[src/rtl/tx_pkg.sv]
// tx_pkg: shared state encoding and default bit timing for the UART transmitter
package tx_pkg;
   typedef enum logic [1:0] {
      IDLE  = 2'd0,
      START = 2'd1,
      DATA  = 2'd2,
      STOP  = 2'd3
   } tx_state_t;
   localparam int CLKS_PER_BIT_DEF = 434;
endpackage

[src/rtl/tx_baud_counter.sv]
// tx_baud_counter: bit-period counter pulsing tick on its terminal count
import tx_pkg::*;
module tx_baud_counter #(
   parameter int CLKS_PER_BIT = CLKS_PER_BIT_DEF
) (
   input  logic clk,
   input  logic reset,
   input  logic clear,
   output logic tick
);
   localparam int W = $clog2(CLKS_PER_BIT);
   localparam logic [W-1:0] LAST = W'(CLKS_PER_BIT - 1);
   logic [W-1:0] r_cnt;
   assign tick = r_cnt == LAST;
   always_ff @(posedge clk) begin
      if (reset || clear || tick) r_cnt <= '0;
      else                        r_cnt <= r_cnt + 1'b1;
   end
endmodule

[src/rtl/tx_uart_controller.sv]
// tx_uart_controller: 8N1 LSB-first UART transmitter started by a one-cycle send pulse
import tx_pkg::*;
module tx_uart_controller #(
   parameter int CLKS_PER_BIT = CLKS_PER_BIT_DEF
) (
   input  logic       clk,
   input  logic       reset,
   input  logic       send_pulse,
   input  logic [7:0] data_in,
   output logic       tx_out,
   output logic       busy,
   output logic       done
);
   tx_state_t  r_state, w_next;
   logic [7:0] r_shift, w_shift_next;
   logic [2:0] r_idx, w_idx_next;
   logic       r_tx, r_busy, r_done;
   logic       w_tick, w_tx_next;
   tx_baud_counter #(.CLKS_PER_BIT(CLKS_PER_BIT)) u_baud (
      .clk   (clk),
      .reset (reset),
      .clear (r_state == IDLE),
      .tick  (w_tick)
   );
   always_comb begin
      w_next       = r_state;
      w_shift_next = r_shift;
      w_idx_next   = r_idx;
      case (r_state)
         IDLE:  if (send_pulse) begin
                   w_next       = START;
                   w_shift_next = data_in;
                   w_idx_next   = 3'd0;
                end
         START: if (w_tick) begin
                   w_next     = DATA;
                   w_idx_next = 3'd0;
                end
         DATA:  if (w_tick) begin
                   w_next     = (r_idx == 3'd7) ? STOP : DATA;
                   w_idx_next = r_idx + 3'd1;
                end
         STOP:  if (w_tick) w_next = IDLE;
         default: w_next = IDLE;
      endcase
      // Line level is registered from the next state so it changes on the same edge as the state
      w_tx_next = (w_next == START) ? 1'b0 :
                  (w_next == DATA)  ? w_shift_next[w_idx_next] : 1'b1;
   end
   always_ff @(posedge clk) begin
      if (reset) begin
         r_state <= IDLE;
         r_shift <= '0;
         r_idx   <= '0;
         r_tx    <= 1'b1;
         r_busy  <= 1'b0;
         r_done  <= 1'b0;
      end else begin
         r_state <= w_next;
         r_shift <= w_shift_next;
         r_idx   <= w_idx_next;
         r_tx    <= w_tx_next;
         r_busy  <= w_next != IDLE;
         r_done  <= (r_state == STOP) && w_tick;
      end
   end
   assign tx_out = r_tx;
   assign busy   = r_busy;
   assign done   = r_done;
endmodule

[config.mk]
export PLATFORM = sky130hd
export DESIGN_NAME = tx_uart_controller
export DESIGN_NICKNAME = d
export VERILOG_FILES = /design/src/rtl/tx_pkg.sv /design/src/rtl/tx_baud_counter.sv /design/src/rtl/tx_uart_controller.sv
export SDC_FILE = /design/constraint.sdc
export NUM_CORES = 1
export LEC_CHECK = 0
export ABC_CLOCK_PERIOD_IN_PS = 2450
export BUFFER_PORTS_ARGS = -buffer_cell sky130_fd_sc_hd__buf_4
export CORE_MARGIN = 5
export CORE_UTILIZATION = 45
export CTS_BUF_LIST = sky130_fd_sc_hd__clkbuf_8
export DETAILED_ROUTE_END_ITERATION = 12
export GPL_ROUTABILITY_DRIVEN = 0
export GPL_TIMING_DRIVEN = 1
export PLACE_DENSITY = 0.73
export SLEW_MARGIN = 20
export SYNTH_ARGS = -nofsm -noshare
export SYNTH_HDL_FRONTEND = slang
export SYNTH_SLANG_ARGS = --single-unit
[constraint.sdc]
create_clock -name clk -period 2.45 [get_ports clk]
set_input_delay 0.49 -clock clk [delete_from_list [all_inputs] [get_ports clk]]
set_output_delay 0.49 -clock clk [all_outputs]
set_load 0.05 [all_outputs]
After elaboration in Yosys (flattened, before gate mapping)
Cells that the tools add are included.

cells by class
  add/sub/neg operators = 2
  magnitude comparators = 1
  equality and inequality tests = 7
  mux-type cells = 16
  reductions and logical operators = 5

operators by type and width
  kind                                                                          count
  8-bit 2-to-1 mux                                                              2
  9-bit by 1-bit adder with 9-bit output, second input constant                 1
  9-bit equality test, second input constant                                    1
  3-bit 2-to-1 mux                                                              3
  3-bit case mux with 3 select lines                                            1
  2-bit 2-to-1 mux                                                              4
  2-bit case mux with 4 select lines                                            1
  2-bit equality test, second input constant                                    3
  2-bit by 1-bit equality test with 1-bit output, second input constant         2
  3-bit by 4-bit less-than comparator with 1-bit output, second input constant  1
  1-bit 2-to-1 mux                                                              4
  3-bit by 1-bit adder with 3-bit output, second input constant                 1
  1-bit binary-select mux with 3-bit select                                     1
  3-bit equality test, second input constant                                    1
  2-bit logical NOT                                                             1
  1-bit logical OR                                                              2
  2-bit nonzero test                                                            1
  1-bit logical AND                                                             1

storage, ports and cells
  bits in registers = 25
  output and inout port bits = 3
  logic and storage cells = 38

Longest topological paths before layout
  depth after elaboration = 7
  mapped depth = 12

Hierarchy
Synthesis repeated with hierarchy kept, for this count alone.

unflattened totals
  cells, all modules = 133
  area, all modules = 1,242.4 um2

by module, submodules not included
  module              times used  cells each  area an instance (um2)
  tx_uart_controller  1           87          828.3
  tx_baud_counter     1           46          414.1

Worst setup path before layout
OpenSTA, ideal clock, no wires.

  kind = register -> register
  start = register u_baud.r_cnt[0]
  end = register r_tx, in the netlist tx_out
  arrival = 2.300 ns
  data required time = 2.316 ns
  slack = 0.015 ns
  cell stages (with the launch flop) = 11
  path buffers = 0
  clock period less this slack = 2.435 ns
  path through = dfxtp_1 -> ha_1 -> nand4b_1 -> nor2_2 -> inv_1 -> ha_1 -> or2_1 -> a32o_1 -> mux2_2 -> o211ai_1 -> a31oi_1

on the way
  word-level cells in the longest chain between the ends = 7
  elaborated cells between the ends (all ways) = 14
  those cells by class = eq/ne (3); mux (11)

RTL lines
  item                                       RTL line                                            text
  start, declared                            tx_baud_counter.sv:13                               logic [W-1:0] r_cnt;
  start signal, assigned                     tx_baud_counter.sv:17                               else r_cnt <= r_cnt + 1'b1;
  9-bit equality test *                      tx_baud_counter.sv:14                               assign tick = r_cnt == LAST;
  3-bit 2-to-1 mux (on tied branches)        tx_uart_controller.sv:39, tx_uart_controller.sv:35
  3-bit case mux with 3 select lines         tx_uart_controller.sv:29                            case (r_state)
  1-bit binary-select mux with 3-bit select  tx_uart_controller.sv:48                            (w_next == DATA) ? w_shift_next[w_idx_next] : 1'b1;
  1-bit 2-to-1 mux (implied by the code)     tx_uart_controller.sv:48
  1-bit 2-to-1 mux                           tx_uart_controller.sv:48
  1-bit 2-to-1 mux *                         tx_uart_controller.sv:47                            w_tx_next = (w_next == START) ? 1'b0 :
  end signal, assigned                       tx_uart_controller.sv:62                            r_tx <= w_tx_next;
  end, declared                              tx_uart_controller.sv:17                            logic r_tx, r_busy, r_done;

Mark *: on every way between the ends. The rest lies on a longest branch, timed or not. The select of a mux whose other input is x is not followed.
A chain may end at the register's enable or synchronous reset.

Worst setup path in the final report
  start = register u_baud.r_cnt[1]
  end = register r_tx, in the netlist tx_out

Same word-level chain as after synthesis.

==> summary.txt <==
Outcome
  • Status: completed

Yosys
  • Avg Inst Size Synth: 8.58 µm²
  • Most used DFF post-synth: dfxtp_1
  • Cells after synthesis: 144
  • Syn Nets: 160
  • Distinct cells, synth: 36
  • Largest cells by area after synthesis: dfxtp_1, nand2_1, nor2_1
  • Post-synth top area share: 40.5%
  • Yosys top cell by area: dfxtp_1
  • Synthesized area: 1240 µm²
  • Ys Warns: 0
  • Post-synth ARST share: 0%
  • Post-synth EDFFs: 0
  • Sequential fraction of the synthesis area: 40.5%
  • #FFs+latches synth: 25

Cells and area
  • Share of cells above drive strength 1: 17.0%
  • Area of the multi-input gates: 698 µm²
  • Syn-to-layout area delta: 15.4%
  • # fillers: 264
  • Flip-flop and latch area: 502 µm²
  • Antenna cell count: 0
  • Net count, final: 176

Floorplanning
  • Die H: 62.4 µm
  • Die X: 62.4 µm
  • Initial core utilization: 46.0%
  • Die ar.: 3900 µm²
  • # rows: 19
  • I/O Pins: 14
  • Core area: 2690 µm²

Setup path
  • Worst-path cell chain: inv_1 > ha_1 > nand4b_1 > nor2_2 > inv_1 > ha_1 > or2_1 > a32o_2 > mux2_2 > o211ai_1 > a31oi_1
  • CP max-delay cell: dfxtp_2
  • CP Max Fanout: 6
  • R2R Path End: tx_out
  • CP max stage delay: 0.34 ns
  • Critical Path Start Type: flop
  • Reg-to-reg slack, setup: 0.08 ns
  • R2R cell count: 11
  • Setup crit end kind: flop
  • WP buf/inv: 2
  • Worst r2r src: u_baud.r_cnt[1]
  • CP top delay family: compound AO/OA/AOI/OAI gates
  • Crit Path Category: flop to flop
  • Worst path required time: 2.60 ns
  • CP arrival: 2.51 ns

Clock tree
  • CTS root buffer: clkbuf_8
  • Clock sink count: 25
  • Clock Latency Late Sink: 0.27 ns
  • CTS clk-pin slew, worst paths: 0.08 ns
  • Hold buffer count at cts: 0
  • Num CTS Buffers: 3
  • Max Buffers Root-to-Sink: 2
  • Htree depth: 1
  • CTS tree: done

Timing
  • Peak Freq: 0.422 GHz
  • Final period utilization: 96.6%
  • Slew margin rel.: 63.3%
  • Worst Skew: 0.00464 ns
  • Slew Limit Fails: 0
  • Final setup viols: 0
  • Final setup margin: 0.0822 ns
  • Worst slew pin tran: 0.550 ns
  • Fin. Hold Viols: 0
  • Setup TNS: 0 ns
  • Min cycle time layout: 2.37 ns
  • Unrepaired setup endpoints after global routing: yes

Placed design
  • Dpl ws: 0.0557 ns
  • Port buffer count: 13
  • Post-DP HPWL: 1.78 mm

Routing
  • ANT nets after route: 0
  • DR pass1 iterations: 5
  • Vias/cell: 5.41
  • Vias: 1028
  • DR WL/cell: 12.7 µm
  • Routed wire length: 2.42 mm
  • Residual DRC: 0
  • Iter 0 DRT Violations: 64

Global route
  • First-pass GRT wire length: 4.35 mm
  • Initial antenna violation count: 0
  • Largest net degree at the start of global routing: 19
  • Overflow after GRT: 0
  • All-Layer GR Usage: 13.3%
  • Vias in the first global route: 1061

Pwr
  • VDD IR max: 388 µV
  • Leakage: 0.562 nW
  • Cell area power density: 516 nW/µm²

Job
  • Max Cap Viol: 0

Worst hold path
  • Hold wc startpoint: r_shift[2]
  • Worst Hold Depth: 2
  • Hold WC Path Type: flop to flop
  • Worst Hold Endpoint: r_shift[2]
[sequential cells by signal (all words and copies together), names as in the netlist]
name          cells
r_shift           8
tx_out            1
u_baud.r_cnt      9
done              1
busy              1
r_state           2
r_idx             3
[worst max path at each step]
stage / startpoint / depth (start not counted) / endpoint / slack (ns)
finish: u_baud.r_cnt[1] / 11 / tx_out / 0.08
global route: u_baud.r_cnt[1] / 11 / tx_out / -0.09
CTS: u_baud.r_cnt[1] / 11 / tx_out / 0.05
detailed placement: u_baud.r_cnt[1] / 11 / tx_out / 0.06
global placement: u_baud.r_cnt[1] / 11 / tx_out / 0.15
floorplan: u_baud.r_cnt[0] / 10 / tx_out / 0.02
[placed cells by master (no fill, tap or decap), drive strengths merged, types with 2 or more instances in the layout]
master and count:
nand2 23, xor2 3, o311a 2, o21bai 3, clkbuf 3, xnor2 5
buf 17, dfxtp 25, nor2 24, and4b 3, nand3 5, mux2i 2
inv 5, nor2b 2, a21oi 14, ha 5
[synth_stat cells, types with 2 or more instances]
library cell  instances
xor2_1                3
mux2i_1               2
o311a_1               2
xnor2_1               5
nand3_1               5
nand2_1              23
a21oi_1              14
and4b_1               3
ha_1                  5
o21bai_1              3
nor2_1               23
nor2b_1               2
inv_1                 4
clkbuf_1              4
dfxtp_1              25
[worst register-to-register path, delay by kind of cell (launching register included)]
kind	cells	cell delay, ns
AO/OA/AOI/OAI	3	0.59
adder cells (fa/ha/maj)	2	0.41
buffers and inverters	2	0.11
flip-flops	1	0.34
multiplexers	1	0.28
AND/OR/NAND/NOR	3	0.53
[stage by stage]
step,total power [mW],instances,utilization [%],instance area [µm²],hold WS (ns)
floorplan,0.481,144,-,1240,0.427
global placement,0.507,185,51.0,1370,0.438
detailed placement,0.510,185,51.0,1370,0.444
CTS,0.745,189,52.7,1420,0.456
global route,0.779,190,53.1,1430,0.464
finish,0.736,190,53.1,1430,0.454
[cell families (layout without fill, tap and decap cells)]
family | count (synthesis) | in the layout | synth area share (%)
AO/OA/AOI/OAI | 28 | 28 | 16.2
XOR/XNOR | 8 | 8 | 5.67
adder cells (fa/ha/maj) | 5 | 5 | 5.06
buffers and inverters | 10 | 25 | 3.14
flip-flops | 25 | 25 | 40.5
multiplexers | 3 | 3 | 2.53
AND/OR/NAND/NOR | 65 | 65 | 26.9
[layer usage]
| layer | vias to the layer above | wire, µm | global-route usage [%] |
|---|---|---|---|
| met3 | 5 | 103 | 3.60 |
| met1 | 476 | 1080 | 14.2 |
| met2 | 15 | 1200 | 23.7 |
| met5 | - | 0 | 0 |
| met4 | 0 | 39 | 6.63 |
| li1 | 532 | - | - |
[final cells by class]
cell class	count	share of cell area, %
sequential	25	35.2
timing repair buffer	17	8.95
inverter	4	1.05
multi-input combinational	109	48.9
clock inverter	1	0.263
clock buffer	3	2.89
tap	31	2.72
[power by group]
part           switching, mW  internal, mW  total, mW  leakage (nW)
Combinational         0.0392        0.0318     0.0710         0.331
Clock                  0.123         0.112      0.235        0.0269
Sequential            0.0106         0.419      0.429         0.204
[what timing repair did]
item / CTS / global route
buffers inserted: 0 / 1
gates resized for setup: 0 / 2
endpoints found under the setup margin: 0 / 1
No activity file was read; power rests on OpenSTA's default activity.
